--- config.mk ---
export PLATFORM = sky130hd
export DESIGN_NAME = sdram_arbiter
export DESIGN_NICKNAME = d
export VERILOG_FILES = /design/src/rtl/sdram_arbiter.sv
export SDC_FILE = /design/constraint.sdc
export NUM_CORES = 1
export LEC_CHECK = 0
export CAP_MARGIN = 10
export CORE_ASPECT_RATIO = 1.25
export CORE_MARGIN = 2
export CORE_UTILIZATION = 51
export CTS_BUF_LIST = sky130_fd_sc_hd__clkbuf_8 sky130_fd_sc_hd__clkbuf_16
export DETAILED_ROUTE_END_ITERATION = 10
export PLACE_DENSITY = 0.85
export REMOVE_ABC_BUFFERS = 1
export SLEW_MARGIN = 20
export SYNTH_ARGS = -nofsm -noshare
export SYNTH_HDL_FRONTEND = slang
export SYNTH_SLANG_ARGS = --single-unit
--- constraint.sdc ---
create_clock -name clock -period 4.3 [get_ports clock]
set_input_delay 0.86 -clock clock [delete_from_list [all_inputs] [get_ports clock]]
set_output_delay 0.86 -clock clock [all_outputs]
set_load 0.02 [all_outputs]
--- src/rtl/sdram_arbiter.sv ---
// Two-port SDRAM command arbiter (CPU port A, DMA port B, refresh) with starvation guard.
// Latency: command one cycle after the request, ack CYC cycles after the command.
// Backpressure: requests stay pending while ready is low or a command is in flight; aborts are retried.
module sdram_arbiter #(
    parameter int CYC    = 8,
    parameter int STARVE = 4
) (
    input  logic        clock,
    input  logic        reset,
    input  logic        ready,
    input  logic        aRd,
    input  logic        aWr,
    input  logic [23:0] aA,
    input  logic [7:0]  aD,
    output logic [7:0]  aQ,
    output logic        aAck,
    input  logic        bReq,
    input  logic        bWe,
    input  logic [23:0] bA,
    input  logic [15:0] bD,
    output logic [15:0] bQ,
    output logic        bAck,
    input  logic        rfReq,
    output logic        sdrRf,
    output logic        sdrRd,
    output logic        sdrWr,
    output logic [23:0] sdrA,
    output logic [15:0] sdrD,
    input  logic [15:0] sdrQ
);

    localparam int SW = (STARVE < 1) ? 1 : $clog2(STARVE + 1);

    localparam logic [1:0] IDLE = 2'd0;
    localparam logic [1:0] BUSY = 2'd1;
    localparam logic [1:0] DONE = 2'd2;

    localparam logic [1:0] G_RF = 2'd0;
    localparam logic [1:0] G_A  = 2'd1;
    localparam logic [1:0] G_B  = 2'd2;

    logic [1:0]    state;
    logic [1:0]    gnt;
    logic          g_wr;
    logic [3:0]    cnt;
    logic [SW-1:0] st_cnt;
    logic          a_pend;
    logic          a_wr;
    logic          a_rearm;
    logic [23:0]   a_addr;
    logic [7:0]    a_dat;
    logic          rf_pend;
    logic [15:0]   q_lat;

    logic          a_stb;
    logic          b_pend;
    logic          rf_any;
    logic          a_any;
    logic          starve_hit;
    logic          start;
    logic          go_rf;
    logic          go_a;
    logic          go_b;
    logic [23:0]   a_sel_addr;
    logic [7:0]    a_sel_dat;
    logic          a_sel_wr;

    // Strobes arriving this cycle are eligible for an immediate grant.
    assign a_stb      = aRd | aWr;
    assign b_pend     = bReq & ~bAck;
    assign rf_any     = rf_pend | rfReq;
    assign a_any      = a_pend | a_stb;
    assign starve_hit = b_pend && (st_cnt == SW'(STARVE));
    assign start      = (state == IDLE) && ready && (rf_any || a_any || b_pend);
    assign go_rf      = start && rf_any;
    assign go_a       = start && !rf_any && a_any && !starve_hit;
    assign go_b       = start && !rf_any && !go_a;

    assign a_sel_addr = a_pend ? a_addr : aA;
    assign a_sel_dat  = a_pend ? a_dat  : aD;
    assign a_sel_wr   = a_pend ? a_wr   : aWr;

    always_ff @(posedge clock or negedge reset) begin
        if (!reset) begin
            state   <= IDLE;
            gnt     <= G_RF;
            g_wr    <= 1'b0;
            cnt     <= '0;
            st_cnt  <= '0;
            a_pend  <= 1'b0;
            a_wr    <= 1'b0;
            a_rearm <= 1'b0;
            a_addr  <= '0;
            a_dat   <= '0;
            rf_pend <= 1'b0;
            q_lat   <= '0;
            aQ      <= '0;
            aAck    <= 1'b0;
            bQ      <= '0;
            bAck    <= 1'b0;
            sdrRf   <= 1'b0;
            sdrRd   <= 1'b0;
            sdrWr   <= 1'b0;
            sdrA    <= '0;
            sdrD    <= '0;
        end else begin
            sdrRf <= 1'b0;
            sdrRd <= 1'b0;
            sdrWr <= 1'b0;
            aAck  <= 1'b0;
            bAck  <= 1'b0;

            if (a_stb) begin
                a_pend <= 1'b1;
                a_addr <= aA;
                a_dat  <= aD;
                a_wr   <= aWr;
            end
            if (rfReq) rf_pend <= 1'b1;

            // A strobe seen during an A service must survive that service's completion.
            if (state == IDLE) a_rearm <= a_pend & a_stb;
            else if (a_stb)    a_rearm <= 1'b1;

            if (!b_pend || go_b)                   st_cnt <= '0;
            else if (go_a && st_cnt != SW'(STARVE)) st_cnt <= st_cnt + 1'b1;

            case (state)
                IDLE: begin
                    if (start) begin
                        state <= BUSY;
                        cnt   <= 4'(CYC - 2);
                        if (go_rf) begin
                            gnt   <= G_RF;
                            g_wr  <= 1'b0;
                            sdrRf <= 1'b1;
                        end else if (go_a) begin
                            gnt   <= G_A;
                            g_wr  <= a_sel_wr;
                            sdrWr <= a_sel_wr;
                            sdrRd <= ~a_sel_wr;
                            sdrA  <= a_sel_addr;
                            sdrD  <= {a_sel_dat, a_sel_dat};
                        end else begin
                            gnt   <= G_B;
                            g_wr  <= bWe;
                            sdrWr <= bWe;
                            sdrRd <= ~bWe;
                            sdrA  <= bA;
                            sdrD  <= bD;
                        end
                    end
                end
                BUSY: begin
                    if (!ready) begin
                        state <= IDLE;
                    end else if (cnt == 4'd0) begin
                        q_lat <= sdrQ;
                        state <= DONE;
                    end else begin
                        cnt <= cnt - 4'd1;
                    end
                end
                DONE: begin
                    state <= IDLE;
                    if (ready) begin
                        if (gnt == G_A) begin
                            aAck   <= 1'b1;
                            a_pend <= a_rearm | a_stb;
                            if (!g_wr) aQ <= q_lat[7:0];
                        end else if (gnt == G_B) begin
                            bAck <= 1'b1;
                            if (!g_wr) bQ <= q_lat;
                        end else begin
                            rf_pend <= rfReq;
                        end
                    end
                end
                default: state <= IDLE;
            endcase
        end
    end

endmodule

Word level (Yosys, flattened, before mapping)

Index checks and enable logic that the tools add are counted.

Add/subtract/negate cells: 2
Equal/unequal tests: 10
Bitwise gates (word level): 12
Reduce and logical (&&, ||, !) cells: 28
Mux-type cells: 46

Operators by type and width:

| operator                                                            | number |
|---|---|
| 24-bit 2-to-1 mux                                                   | 2 |
| 1-bit 2-to-1 mux                                                    | 30 |
| 16-bit 2-to-1 mux                                                   | 1 |
| 4-bit 2-to-1 mux                                                    | 3 |
| 2-bit 2-to-1 mux                                                    | 5 |
| 1-bit logical AND                                                   | 9 |
| 8-bit 2-to-1 mux                                                    | 1 |
| 4-bit case mux with 2 select lines                                  | 1 |
| 4-bit AND reduction                                                 | 2 |
| 3-bit 2-to-1 mux                                                    | 2 |
| 2-bit != test (second input constant)                               | 3 |
| 3-bit != test (second input constant)                               | 2 |
| 1-bit NOT                                                           | 6 |
| 3-bit AND reduction                                                 | 2 |
| 2-bit nonzero test                                                  | 3 |
| 5-bit AND reduction                                                 | 1 |
| 2-bit by 1-bit == test with 1-bit output (second input constant)    | 2 |
| 2-bit == test (second input constant)                               | 2 |
| 1-bit zero test                                                     | 4 |
| 4-bit zero test                                                     | 1 |
| 1-bit OR                                                            | 4 |
| 2-bit case mux with 2 select lines                                  | 1 |
| 2-bit AND reduction                                                 | 2 |
| 4-bit by 1-bit subtractor with 4-bit output (second input constant) | 1 |
| other kinds (5)                                                     | 8 |

Register bits: 133
Input bits: 96
Output and inout bits: 69
Logic and storage cells: 119

Longest topological paths before layout

Depth after elaboration: 12
Gate-level depth with buffers: 8

Worst setup path before layout

OpenSTA, ideal clock, no wires.

Path kind: in2reg
Start: input ready
End: register bQ[0]
Path buffers: 2
Setup slack: 2.282 ns
Stages on the path: 6
Setup time: 0.125 ns
Data required time: 4.175 ns
Arrival: 1.893 ns
Cells stage by stage: nand3b_1 -> nor3b_2 -> and2b_1 -> buf_6 -> buf_6 -> mux2_2

Word-level cells in the longest chain between the ends: 1

Ends and longest elaborated chain:

| item                          | line | RTL |
|---|---|---|
| start: declaration            | 10   | `input logic ready,` |
| 5-bit AND reduction (no line) | --   |  |
| end signal: assignment        | 173  | `if (!g_wr) bQ <= q_lat;` |
| end: declaration              | 21   | `output logic [15:0] bQ,` |

No other way between the ends.
A chain may end at the register's enable or synchronous reset.

Worst setup path after layout

Start: input rfReq
End: register sdrD[11]

Word-level cells in the longest chain between the ends: 8
Elaborated cells between the ends (all ways): 12
Classes of those cells: mux (1); bitwise (2); reduce/logical (9)

Ends and longest elaborated chain:

| item                            | line | RTL |
|---|---|---|
| start: declaration              | 23   | `input logic rfReq,` |
| 1-bit OR (*)                    | 71   | `assign rf_any = rf_pend \| rfReq;` |
| 1-bit logical OR (2 in series)  | 74   | `assign start = (state == IDLE) && ready && (rf_any \|\| a_any \|\| b_pend);` |
| 1-bit logical AND               | 74   |  |
| 1-bit logical AND (3 in series) | 76   | `assign go_a = start && !rf_any && a_any && !starve_hit;` |
| 16-bit 2-to-1 mux               | 137  | `end else if (go_a) begin` |
| end signal: assignment          | 143  | `sdrD <= {a_sel_dat, a_sel_dat};` |
| end: declaration                | 28   | `output logic [15:0] sdrD,` |

Every way passes the cells marked *; elsewhere a longest branch is shown, timed or not.

==> flow_summary_export.csv <==
group,metric,value,unit
run_status,status,"complete, no violations",
clocking,post_cts_resized,0,
grt,grt_usage,0.2231,
sta,hold_viol,0,
floorplanning,die_x,98.53,um
sta,rsz0062_at_grt,"no",
clocking,clock-sinks,133,
critical_path,rr_endpoint,"sdrD[11]",
pwr,p_leak,3.671,nW
clocking,cts.clk_slew.worst_paths,0.06,ns
route,drt_iter0_markers,198,
clocking,clockBufferDepth,2,
grt,grt_pass1_vias,4308,
sta,fmax,353.9,MHz
clocking,cts_inserted_buffers,17,
final_layout,fin_util,0.7248,
pwr,finalPower,3.340,mW
route,vias,4073,
critical_path,cp_max_fo,20,
place,io_buffers,164,
synth,ys_warn_count,0,
job,drv_cap,0,
pwr,p_per_area,419.8,nW/um^2
synth,synth_cell_types,47,
critical_path,cp-start-kind,"primary input",
floorplanning,num_rows,43,
critical_path,cp_slowest_cell,"nand4_1",
final_layout,multi_input_area,2197,um^2
critical_path,worst-endpoint-required,4.58,ns
synth,synth_area,5697,um^2
final_layout,diodes,0,
final_layout,drive_above_1_share,0.2017,
worst_hold_path,holdCritPathClass,"flop to flop",
clocking,post_cts_buffers,0,
route,wl,13030,um
floorplanning,initial_core_util,0.5190,
sta,tns,0,ns
route,drt-pass1-iter-count,4,
critical_path,cp-end-kind,"flop",
synth,netlist_instances,429,
clocking,cts_hold_buf,0,
clocking,worstSkewPairLatency,0.40,ns
final_layout,regArea,3329,um^2
place,place_congestion,0.8557,
grt,overflow,0,
floorplanning,core_area,10980,um^2
sta,slew_viol_final,0,
synth,synth_seq_cells,133,
worst_hold_path,hold_start,"q_lat[13]",
critical_path,r2r-start,"state[0]",
worst_hold_path,whs_endpoint,"q_lat[13]",
route,vias_per_cell,5.504,
final_layout,fin_cells,740,
grt,grt_pass1_wl,21070,um
sta,finalCritPeriodShare,0.6570,
critical_path,worstPathCellList,"clkdlybuf4s50_1 -> nor2_1 -> nand4_1 -> o22ai_1 -> nor2_1",
place,dp_cells,708,
final_layout,syn_to_final_growth,39.64,%
clocking,cts_tree,"built",
place,dp_hpwl,9039,um
synth,synth_flop_cell,"dfrtp_1",
sta,setup_viol_count_final,0,
final_layout,final_nets,691,
sta,fin_skew,0.007068,ns
sta,slew_headroom,0.3541,
grt,antenna_found_initial,0,
synth,async_flop_share,1.000,
route,wire_per_inst,17.61,um
floorplanning,die_area,12040,um^2
synth,synth-edff-count,0,
clocking,htree_levels,4,
critical_path,critPathMaxStageDelay,0.86,ns
sta,fin_crit,2.825,ns
floorplanning,io_pins,165,
critical_path,crit_top_cell,"nor2_1",
synth,syn_avg_cell_area,13.28,um^2
critical_path,crit_type,"primary input to flop",
route,ant_nets,0,
critical_path,cp.arrival,3.11,ns
final_layout,fillCellCount,756,
critical_path,r2r_slack,2.01,ns
critical_path,ff2ff_path_depth,4,
worst_hold_path,hold_depth,1,
sta,worst_pin_slew,0.9665,ns
synth,yosysSeqAreaShare,0.5842,
clocking,cts-root-buf,"clkbuf_16",
pwr,vdd_drop_max,0.2904,mV
route,drc,0,
grt,grt_max_degree,71,
floorplanning,die_h,122.2,um
==> worst max-delay path: cells and delay by family <==
family | cells | cell delay, ns
buf+inv | 1 | 0.44
simple gates | 3 | 1.42
compound gates | 1 | 0.39
==> registers in the layout (all words and copies together), names as in the netlist, 2 cells and up <==
| signal | flops |
|---|---|
| sdrA | 24 |
| q_lat | 16 |
| st_cnt | 3 |
| aQ | 8 |
| a_dat | 8 |
| state | 2 |
| gnt | 2 |
| cnt | 4 |
| sdrD | 16 |
| bQ | 16 |
| a_addr | 24 |
==> per-layer routing <==
layer / up-vias / track usage / wire length [um]
met4: 0 / 0.06935 / 186
met1: 2021 / 0.2608 / 4926
met5: - / 0 / 0
li1: 1882 / - / -
met2: 154 / 0.3759 / 6646
met3: 16 / 0.09352 / 1269
==> final cells by class <==
cell class,count,share of cell area
Tap cell,135,0.02123
Timing Repair Buffer,166,0.2095
Multi-Input combinational cell,268,0.2762
Inverter,6,0.002831
Clock buffer,19,0.05694
Sequential cell,133,0.4185
Clock inverter,13,0.01478
==> cells in the mapped netlist (2+ instances only) <==
library cell | n | area (um^2)
nand3_1 | 4 | 20.02
a22oi_1 | 33 | 247.7
buf_2 | 5 | 25.02
nand2b_1 | 2 | 12.51
nor2_1 | 6 | 22.52
nor3_1 | 2 | 10.01
clkbuf_1 | 5 | 18.77
o22ai_1 | 8 | 50.05
and2_1 | 2 | 12.51
buf_6 | 6 | 67.56
nor2b_1 | 2 | 12.51
or3b_1 | 2 | 17.52
inv_1 | 6 | 22.52
o21ai_1 | 6 | 30.03
nor3b_2 | 2 | 25.02
buf_4 | 6 | 45.04
and3_1 | 2 | 12.51
mux2i_1 | 25 | 250.2
nand2_1 | 41 | 153.9
dfrtp_1 | 133 | 3328
mux2_2 | 77 | 867.1
mux2_1 | 4 | 45.04
a21oi_1 | 9 | 45.04
o21ai_0 | 15 | 75.07
xor2_1 | 2 | 17.52
ha_1 | 3 | 37.54
==> cell usage in the layout, fill, tap and decap left out, drive strengths merged, types with 9 or more instances in the layout <==
cell type      count
a21oi              9
clkdlybuf4s50    163
clkbuf            19
dfrtp            133
mux2              81
nand2             41
inv               10
mux2i             25
a22oi             33
o21ai             21
==> kinds of logic (layout without fill, tap and decap cells) <==
logic type / count (synthesis) / count (layout) / synth area share
XOR/XNOR: 3 / 3 / 0.004613
flip-flops: 133 / 133 / 0.5842
multiplexers: 106 / 106 / 0.2040
AND/OR/NAND/NOR: 77 / 77 / 0.07204
AO/OA/AOI/OAI: 79 / 79 / 0.09708
adder cells (fa/ha/maj): 3 / 3 / 0.006590
buffers and inverters: 28 / 204 / 0.03141
==> how the worst max path moves through the flow <==
stage,from,to,slack [ns],cells past startpoint
after floorplan,aRd,a_addr[0],1.51,2
after global placement,ready,sdrD[11],1.13,5
after detailed placement,ready,sdrD[11],1.05,5
after CTS,ready,sdrD[11],1.49,5
after global routing,rfReq,sdrD[11],1.31,5
final,rfReq,sdrD[11],1.47,5
==> stage by stage <==
step                setup WS, ns  hold WS (ns)  area (um^2)
floorplan                  1.510        0.4475         5540
global placement           1.127        0.4610         7385
detailed placement         1.053        0.4748         7385
CTS                        1.493        0.4868         7955
global route               1.311        0.5064         7955
finish                     1.475        0.4816         7955
==> report_power, final <==
part | switching, mW | total, mW | internal, mW
combinational | 0.196 | 0.466 | 0.270
sequential | 0.0946 | 1.50 | 1.41
clock | 0.502 | 1.37 | 0.870
Power figures use the tool's default switching activity.
